--- config.mk ---
export PLATFORM = sky130hd
export DESIGN_NAME = parity_accum
export DESIGN_NICKNAME = d
export VERILOG_FILES = /design/src/rtl/parity_frame_checker_accum.sv
export SDC_FILE = /design/constraint.sdc
export NUM_CORES = 1
export LEC_CHECK = 0
export ABC_AREA = 1
export CORE_MARGIN = 2
export CORE_UTILIZATION = 35
export CTS_BUF_LIST = sky130_fd_sc_hd__clkbuf_4
export CTS_CLUSTER_DIAMETER = 200
export CTS_CLUSTER_SIZE = 14
export DETAILED_ROUTE_END_ITERATION = 12
export PLACE_DENSITY = 0.65
export SLEW_MARGIN = 20
export SYNTH_ARGS = -nofsm -noshare
export SYNTH_HDL_FRONTEND = slang
export SYNTH_SLANG_ARGS = --single-unit
--- constraint.sdc ---
create_clock -name clk_2 -period 1.34 [get_ports clk_2]
set_input_delay 0.335 -clock clk_2 [delete_from_list [all_inputs] [get_ports clk_2]]
set_output_delay 0.335 -clock clk_2 [all_outputs]
set_load 0.005 [all_outputs]
--- src/rtl/parity_frame_checker_accum.sv ---
// Data-bit accumulator: places each accepted bit at its LSB-first position and
// keeps a running even/odd toggle of the ones seen in the current frame.
module parity_accum #(
  parameter  int NDATA = 8,
  localparam int IDXW  = (NDATA > 1) ? $clog2(NDATA) : 1
) (
  input  logic             clk_2,
  input  logic             reset,
  input  logic             clr,
  input  logic             en,
  input  logic             in_bit,
  output logic [NDATA-1:0] shift_reg,
  output logic [IDXW-1:0]  bit_idx,
  output logic             even_now,
  output logic             last_bit
);

  assign last_bit = en && (bit_idx == IDXW'(NDATA - 1));

  always_ff @(posedge clk_2) begin
    if (reset || clr) begin
      shift_reg <= '0;
      bit_idx   <= '0;
      even_now  <= 1'b1;
    end else if (en) begin
      shift_reg[bit_idx] <= in_bit;
      bit_idx            <= bit_idx + IDXW'(1);
      if (in_bit)
        even_now <= ~even_now;
    end
  end

endmodule

==> flow_summary.yaml, run 1 <==
run_status:
  status: "complete, but fails checks"
  violations: "setup timing"
critical_path:
  cpPeakStageDelay_ns: 0.34
  cp.required_ns: 1.00
  path_cells: "ha_4 > ha_4 > nand2_2 > inv_2 > clkbuf_2"
  rrSetupSlack_ns: 0.25
  path_class: "flop to output port"
  reg2reg_depth: 6
  crit_path_top_delay_cell: "dfxtp_2"
  worst_setup_path_start_kind: "flop"
  arrival_ns: 1.10
  r2r-start: "bit_idx[1]$_SDFFE_PP0P_"
  crit_path_end_kind: "output port"
  worstPathMaxFanout: 2
  r2r-end: "shift_reg[3]$_SDFFE_PP0P_"
  cp_common_cell: "ha_4"
timing:
  setup_viol: 1
  tns_ns: -0.0921
  hold_violations: 0
  clock_skew_ns: 0.00653
  fin_crit_sh: 1.07
  drv_slew: 0
  fmax_mhz: 698
  tightest_slew_ns: 0.277
  fin_crit_ns: 1.43
  slew-limit-headroom: 0.815
  rsz0062_at_grt: "yes"
  setup_ws_ns: -0.0921
synthesis:
  synth_top_area_share: 0.458
  ys_ff_latch: 12
  syn-num-nets: 80
  synth_cells: 73
  yosys.area.top_type: "dfxtp_1"
  ys_top_cells_by_area: "dfxtp_1 (46%), nor2_1 (11%), nand2_1 (9.3%), a21oi_1 (8.6%), nand3_1 (7.6%)"
  syn_avg_cell_area_um2: 7.18
  syn_area_um2: 524
  yosysWarnings: 0
  synth_seq_area_share: 0.458
  ys_types: 13
routing:
  drt-pass1-iter-count: 4
  drc: 0
  vias_per_cell: 4.70
  num_vias: 555
  drt_wl_total_mm: 1.23
  drtIter0Drc: 4
  wl_per_cell_um: 10.4
  drtAntennaViolNets: 0
hold_path:
  min_path_type: "flop to flop"
  hp-start: "shift_reg[2]$_SDFFE_PP0P_"
  hold_end: "shift_reg[2]$_SDFFE_PP0P_"
  min_delay_path_depth: 2
clock_network:
  cts_sinks: 12
  hold_buffers: 0
  clk_latency_ns: 0.27
  cts_tree: "built"
  clk_path_buf_depth: 2
  cts.clk_slew.worst_paths_ns: 0.08
  cts-root-buf: "clkbuf_4"
  cts_max_level: 1
  cts_made_buffers: 3
power_and_ir_drop:
  power_uw: 704
  power.leakage_nw: 0.386
  power_density_mw_per_mm2: 829
  worst_ir_drop_vdd_uv: 496
placed_design:
  place_congestion: 0.742
  hpwlAfterDp_um: 897
  dp_cells: 113
  place.port_buffers: 17
floorplan:
  die_w_um: 42.7
  core_area_mm2: 0.00135
  io_pins: 18
  initial_utilization: 0.388
  dieHeight_um: 42.7
  rows: 13
  die_area_mm2: 0.00182
final_layout:
  fill_cells: 139
  layout_common_cells: "nor2_1 (16), nand2_1 (12), a21oi_1 (9), dlygate4sd2_1 (9)"
  fin_cells: 118
  antenna_cells: 0
  final_nets: 111
  largest_register_ffs: 8
  area_delta_synth_final_pct: 62.1
  drive_gt1_frac: 0.282
  final_common_cell: "nor2_1"
  utilization: 0.629
run:
  maxCapViolations: 0
global_routing:
  antenna_found_initial: 0
  grt_pass1_wl_mm: 2.02
  overflow: 0
  gr-usage-all-layers: 0.145
  grt_max_degree: 9
  grt_pass1_vias: 489
## power breakdown
group	switching (mW)	total (mW)	internal, mW
logic	0.0510	0.106	0.0551
registers	0.00551	0.369	0.363
clock network	0.122	0.230	0.108
total	0.178	0.704	0.526
## worst max path at each step
stage | start | endpoint | slack (ns) | depth (start not counted)
global route | bit_idx[1]$_SDFFE_PP0P_ | last_bit | -0.14 | 5
global placement | en | last_bit | -0.38 | 4
CTS | bit_idx[0]$_SDFFE_PP0P_ | last_bit | -0.20 | 5
finish | bit_idx[1]$_SDFFE_PP0P_ | last_bit | -0.09 | 5
detailed placement | en | last_bit | -0.38 | 4
floorplan | bit_idx[0]$_SDFFE_PP0P_ | last_bit | 0.19 | 4
## critical path: cells and delay by family, from the launching register on
family / cells / cell delay [ns]
flops: 1 / 0.34
fa+ha+maj: 2 / 0.31
simple gates: 1 / 0.06
buf+inv: 2 / 0.12
## layout make-up
cell class | count | area (um2) | share of cell area
Inverter | 7 | 26.3 | 0.0309
Tap cell | 15 | 18.8 | 0.0221
Clock buffer | 3 | 22.5 | 0.0265
Multi-Input combinational cell | 53 | 280 | 0.330
Sequential cell | 12 | 253 | 0.297
Timing Repair Buffer | 27 | 245 | 0.289
Clock inverter | 1 | 3.75 | 0.00442
## synthesized netlist by cell type (all sizes together)
master / n
buf: 1
a21oi: 9
nand2: 13
clkinv: 1
nor2: 17
dfxtp: 12
nand3: 8
ha: 2
nand3b: 1
inv: 6
o21ai: 3
## per-layer routing
layer | vias to the layer above | global-route usage | wire [um]
met2 | 21 | 0.236 | 584
met3 | 2 | 0.0383 | 92
met4 | 0 | 0.0563 | 5
li1 | 295 | - | -
met5 | - | 0 | 0
met1 | 237 | 0.181 | 543
## per-stage QoR
step	cell area, um2	setup slack [ns]	hold WS (ns)
final	850	-0.0921	0.474
after global routing	850	-0.135	0.492
after CTS	825	-0.202	0.477
after detailed placement	788	-0.380	0.474
after global placement	788	-0.380	0.465
after floorplan	524	0.185	0.470
## kinds of logic after synthesis
logic type	share of synthesized area
adder cells (fa/ha/maj)	0.0477
buffers and inverters	0.0596
AND/OR/NAND/NOR	0.320
AO/OA/AOI/OAI	0.115
flip-flops	0.458
## what timing repair did
item / CTS / global route
gates resized for setup: 26 / 8
pin swaps: 0 / 1
setup endpoints to repair: 13 / 2
buffers inserted: 1 / 0
No activity file was read; power rests on OpenSTA's default activity.
==> run 2, diff against run 1 <==
- HOLD_SLACK_MARGIN: unset -> 0.08
- clock period: 1.34 -> 1.5 ns (I/O delays scaled with it)
==> flow_summary.yaml, run 2 (synthesized netlist as in run 1, its figures left out) <==
timing:
  hold_violations: 0
  rsz0062_at_grt: "yes"
  fin_crit_sh: 0.978
  setup_viol: 0
  drv_slew: 0
  slew-limit-headroom: 0.844
  hold_slack_ns: 0.478
  clock_skew_ns: 0.00418
  tightest_slew_ns: 0.234
  tns_ns: 0
  fin_crit_ns: 1.47
  fmax_mhz: 682
clock_network:
  cts_max_level: 1
  cts_sinks: 12
  hold_buffers: 0
  clk_latency_ns: 0.26
  cts_made_buffers: 3
  clk_path_buf_depth: 2
  post_cts.repair.setup_buffers: 0
  cts-root-buf: "clkbuf_4"
  cts.clk_slew.worst_paths_ns: 0.08
  cts_tree: "built"
critical_path:
  path_class: "flop to output port"
  crit_path_end_kind: "output port"
  cp.required_ns: 1.12
  worstPathMaxFanout: 2
  arrival_ns: 1.09
  worst_setup_path_start_kind: "flop"
floorplan:
  dieHeight_um: 42.7
  initial_utilization: 0.388
  die_w_um: 42.7
  rows: 13
  core_area_mm2: 0.00135
  die_area_mm2: 0.00182
  io_pins: 18
power_and_ir_drop:
  p_comb_frac: 0.137
  p_sw_uw: 152
  sw_frac_of_total: 0.247
  clockPowerShare: 0.326
  seq_power_share: 0.536
  p_int_uw: 464
  power.leakage_nw: 0.472
  power_density_mw_per_mm2: 749
  worst_ir_drop_vdd_uv: 386
final_layout:
  largest_register_ffs: 8
  multi_input_area_um2: 268
  drive_gt1_frac: 0.230
  area_delta_synth_final_pct: 56.8
  final_nets: 108
  regArea_um2: 249
  antenna_cells: 0
  fill_cells: 130
  final_common_cell: "nor2_1"
  layout_common_cells: "nor2_1 (16), nand2_1 (13), a21oi_1 (9)"
  final_cell_area_um2: 822
hold_path:
  min_path_type: "flop to flop"
placed_design:
  hpwlAfterDp_um: 846
  place_area_um2: 761
  place_congestion: 0.712
  place.port_buffers: 17
global_routing:
  grt_max_degree: 11
  overflow: 0
  antenna_found_initial: 0
  grt_pass1_wl_mm: 1.93
  grt_pass1_vias: 466
  gr-usage-all-layers: 0.142
run_status:
  status: "completed"
routing:
  drc: 0
  vias_per_cell: 4.66
  wl_per_cell_um: 10.2
  num_vias: 536
  drt_wl_total_mm: 1.17
  drtAntennaViolNets: 0
  drtIter0Drc: 4
  drt-pass1-iter-count: 4
run:
  maxCapViolations: 0
[run 2: path summary, 6_finish.rpt]
| path | end | depth (start not counted) | start | slack [ns] |
|---|---|---|---|---|
| max | last_bit | 5 | bit_idx[0]$_SDFFE_PP0P_ | 0.03 |
| min | shift_reg[7]$_SDFFE_PP0P_ | 2 | shift_reg[7]$_SDFFE_PP0P_ | 0.48 |
| max reg2reg | bit_idx[2]$_SDFFE_PP0P_ | 4 | bit_idx[0]$_SDFFE_PP0P_ | 0.44 |
| min reg2reg | shift_reg[7]$_SDFFE_PP0P_ | 2 | shift_reg[7]$_SDFFE_PP0P_ | 0.48 |
[run 2: layout make-up]
cell class | count | area share
clock buffer | 3 | 0.0274
inverter | 7 | 0.0320
tap | 15 | 0.0228
timing repair buffer | 24 | 0.285
sequential | 12 | 0.303
multi-input combinational | 53 | 0.326
clock inverter | 1 | 0.00457
[run 2: power by group through the flow]
stage | Sequential [mW] | Clock [mW] | Combinational, mW
6_report | 0.330 | 0.201 | 0.0847
3_5_place_dp | 0.336 | 0 | 0.0862
5_1_grt | 0.332 | 0.223 | 0.0935
4_1_cts | 0.329 | 0.214 | 0.0847
2_1_floorplan | 0.339 | 0 | 0.0368
3_3_place_gp | 0.336 | 0 | 0.0858
[run 2: what timing repair did]
item                                    in CTS  in global routing
resized for setup                           12                 12
endpoints found under the setup margin       6                 10
hold endpoints to repair                     0                  0
cloned                                       0                  0
[run 2: metrics by stage]
step,total power [mW],instances,setup WS (ns),utilization
global route,0.649,115,-0.0225,0.609
global placement,0.422,111,-0.296,0.563
finish,0.616,115,0.0328,0.609
floorplan,0.376,73,0.305,-
detailed placement,0.422,111,-0.302,0.563
CTS,0.628,115,-0.0812,0.589
[run 2: critical path, cell delays in order, from the launching register on]
cell and delay (ns):
dfxtp_2 0.34, ha_4 0.15, ha_2 0.16, nand2_1 0.06
inv_1 0.03, clkbuf_2 0.10
[run 2: metal layers]
metal	track usage	wire (um)	share of wire
met5	0	0	0
met1	0.196	557	0.48
met3	0.0255	76	0.065
met4	0.0750	11	0.0094
met2	0.209	525	0.45
==> run 3, diff against run 2 <==
- ABC_AREA: 1 -> 0
- CORE_AREA: unset -> 2 2 39 41
- CORE_MARGIN: 2 -> unset
- CORE_UTILIZATION: 35 -> unset
- DIE_AREA: unset -> 0 0 41 43
- PLACE_DENSITY: 0.65 -> 0.78
- SKIP_LAST_GASP: unset -> 1
==> flow_summary.yaml, run 3 <==
synthesis:
  syn-num-nets: 62
  yosysWarnings: 0
  syn_area_um2: 601
  ys_async_sr_fraction: 0
  ys.flop_type: "dfxtp_1"
  ys_ff_latch: 12
  synth_top_area_share: 0.400
  syn_avg_cell_area_um2: 10.9
  synth-edff-count: 0
  yosys.area.top_type: "dfxtp_1"
  netlist_top_cells_count: "dfxtp_1 (12), mux2i_1 (10), or3b_1 (7), buf_2 (4)"
  synth_seq_area_share: 0.400
  synth_cells: 55
  ys_types: 18
  synth.most_common_cell: "dfxtp_1"
  ys_top_cells_by_area: "dfxtp_1 (40%), mux2i_1 (17%), or3b_1 (10%), and4bb_2 (6.3%), nand4b_1 (4.4%)"
run_status:
  status: "complete, but fails checks"
  violations: "setup timing"
critical_path:
  cp.required_ns: 1.12
  path_cells: "ha_4 > ha_4 > and2_4 > buf_6"
  crit_buf_inv: 1
  cp_top_family: "flip-flops"
  path_class: "flop to output port"
  crit_path_end_kind: "output port"
  arrival_ns: 1.14
  r2r-start: "bit_idx[1]$_SDFFE_PP0P_"
  worstPathMaxFanout: 2
  worst_setup_path_start_kind: "flop"
  cp_common_cell: "ha_4"
  cpPeakStageDelay_ns: 0.34
  startpoint: "bit_idx[0]$_SDFFE_PP0P_"
  crit_path_top_delay_cell: "dfxtp_2"
  rrSetupSlack_ns: 0.33
timing:
  rsz0062_at_grt: "yes"
  slew-limit-headroom: 0.781
  hold_violations: 0
  fin_crit_sh: 1.01
  drv_slew: 0
  clock_skew_ns: 0.00245
  setup_viol: 1
  fmax_mhz: 661
  fin_crit_ns: 1.51
  setup_ws_ns: -0.0136
  hold_slack_ns: 0.528
  tightest_slew_ns: 0.324
placed_design:
  place.port_buffers: 17
  dp_slack_ns: -0.336
  hpwlAfterDp_um: 828
  place_congestion: 0.688
power_and_ir_drop:
  worst_ir_drop_vdd_uv: 512
  power_uw: 585
  power_density_mw_per_mm2: 643
  power.leakage_nw: 0.439
clock_network:
  cts.clk_slew.worst_paths_ns: 0.07
  clk_latency_ns: 0.26
  cts_max_level: 1
  cts_sinks: 12
  hold_buffers: 0
  cts-root-buf: "clkbuf_4"
  cts_tree: "built"
  cts_made_buffers: 3
  clk_path_buf_depth: 2
final_layout:
  antenna_cells: 0
  area_delta_synth_final_pct: 51.5
  drive_gt1_frac: 0.342
  final_nets: 88
  largest_register_ffs: 8
  final_common_cell: "mux2i_1"
  fill_cells: 115
  layout_common_cells: "mux2i_1 (10), clkdlybuf4s50_1 (8), or3b_1 (7)"
  regArea_um2: 248
  multi_input_area_um2: 360
routing:
  num_vias: 511
  wl_per_cell_um: 12.6
  drt-pass1-iter-count: 3
  drtAntennaViolNets: 0
  drt_wl_total_mm: 1.20
  vias_per_cell: 5.38
  drtIter0Drc: 5
  drc: 0
floorplan:
  io_pins: 18
  core_area_mm2: 0.00138
  dieHeight_um: 43
  die_area_mm2: 0.00176
  rows: 14
  initial_utilization: 0.434
  die_w_um: 41
hold_path:
  min_path_type: "flop to flop"
  hp-start: "even_now$_SDFFE_PP1P_"
global_routing:
  grt_pass1_wl_mm: 1.86
  antenna_found_initial: 0
  gr-usage-all-layers: 0.154
  grt_pass1_vias: 471
  grt_max_degree: 14
  overflow: 0
run:
  maxCapViolations: 0
## run 3: final cells by class
type,instances,area share
clock buffers,3,0.0248
well taps,16,0.0220
multi-input cells,38,0.396
repair buffers,26,0.285
flip-flops and latches,12,0.272
## run 3: through the flow
step / cell area, um2 / setup TNS, ns / instances / utilization
after floorplan: 601 / 0 / 55 / -
after global placement: 823 / -1.27 / 91 / 0.595
after detailed placement: 823 / -1.30 / 91 / 0.595
after CTS: 856 / -0.0988 / 94 / 0.618
after global routing: 910 / -0.0800 / 95 / 0.657
final: 910 / -0.0136 / 95 / 0.657
## run 3: path summary, 6_finish.rpt
| check | to | cells past startpoint |
|---|---|---|
| max | last_bit | 4 |
| min | even_now$_SDFFE_PP1P_ | 2 |
| max reg2reg | shift_reg[0]$_SDFFE_PP0P_ | 4 |
| min reg2reg | even_now$_SDFFE_PP1P_ | 2 |
## run 3: logic make-up after synthesis
| group | Yosys count | synth area share |
|---|---|---|
| AO/OA/AOI/OAI | 2 | 0.0167 |
| XOR/XNOR | 1 | 0.0146 |
| adder cells (fa/ha/maj) | 2 | 0.0417 |
| buffers and inverters | 5 | 0.0458 |
| flip-flops | 12 | 0.400 |
| multiplexers | 10 | 0.167 |
| AND/OR/NAND/NOR | 23 | 0.315 |
## run 3: repair_timing
action,CTS,global route
setup endpoints to repair,5,8
buffers inserted,0,1
resized for setup,15,12
pin swaps,0,2
## run 3: tightest hold or removal path, delay by kind of cell, from the launching register on
kind	cells	cell delay, ns
AOI/OAI and AO/OA	2	0.17
DFF	1	0.34
## run 3: where the power goes
part	internal [mW]	total (mW)	switching [mW]	leakage [nW]
Clock	0.0926	0.189	0.0967	0.0138
Sequential	0.323	0.326	0.00316	0.0990
Combinational	0.0389	0.0692	0.0303	0.326
## run 3: routing by layer
layer | global-route usage | share of wire | up-vias
met1 | 0.184 | 0.48 | 246
met5 | 0 | 0 | -
met3 | 0.0157 | 0.027 | 2
li1 | - | - | 254
met2 | 0.244 | 0.48 | 9
met4 | 0.100 | 0.016 | 0
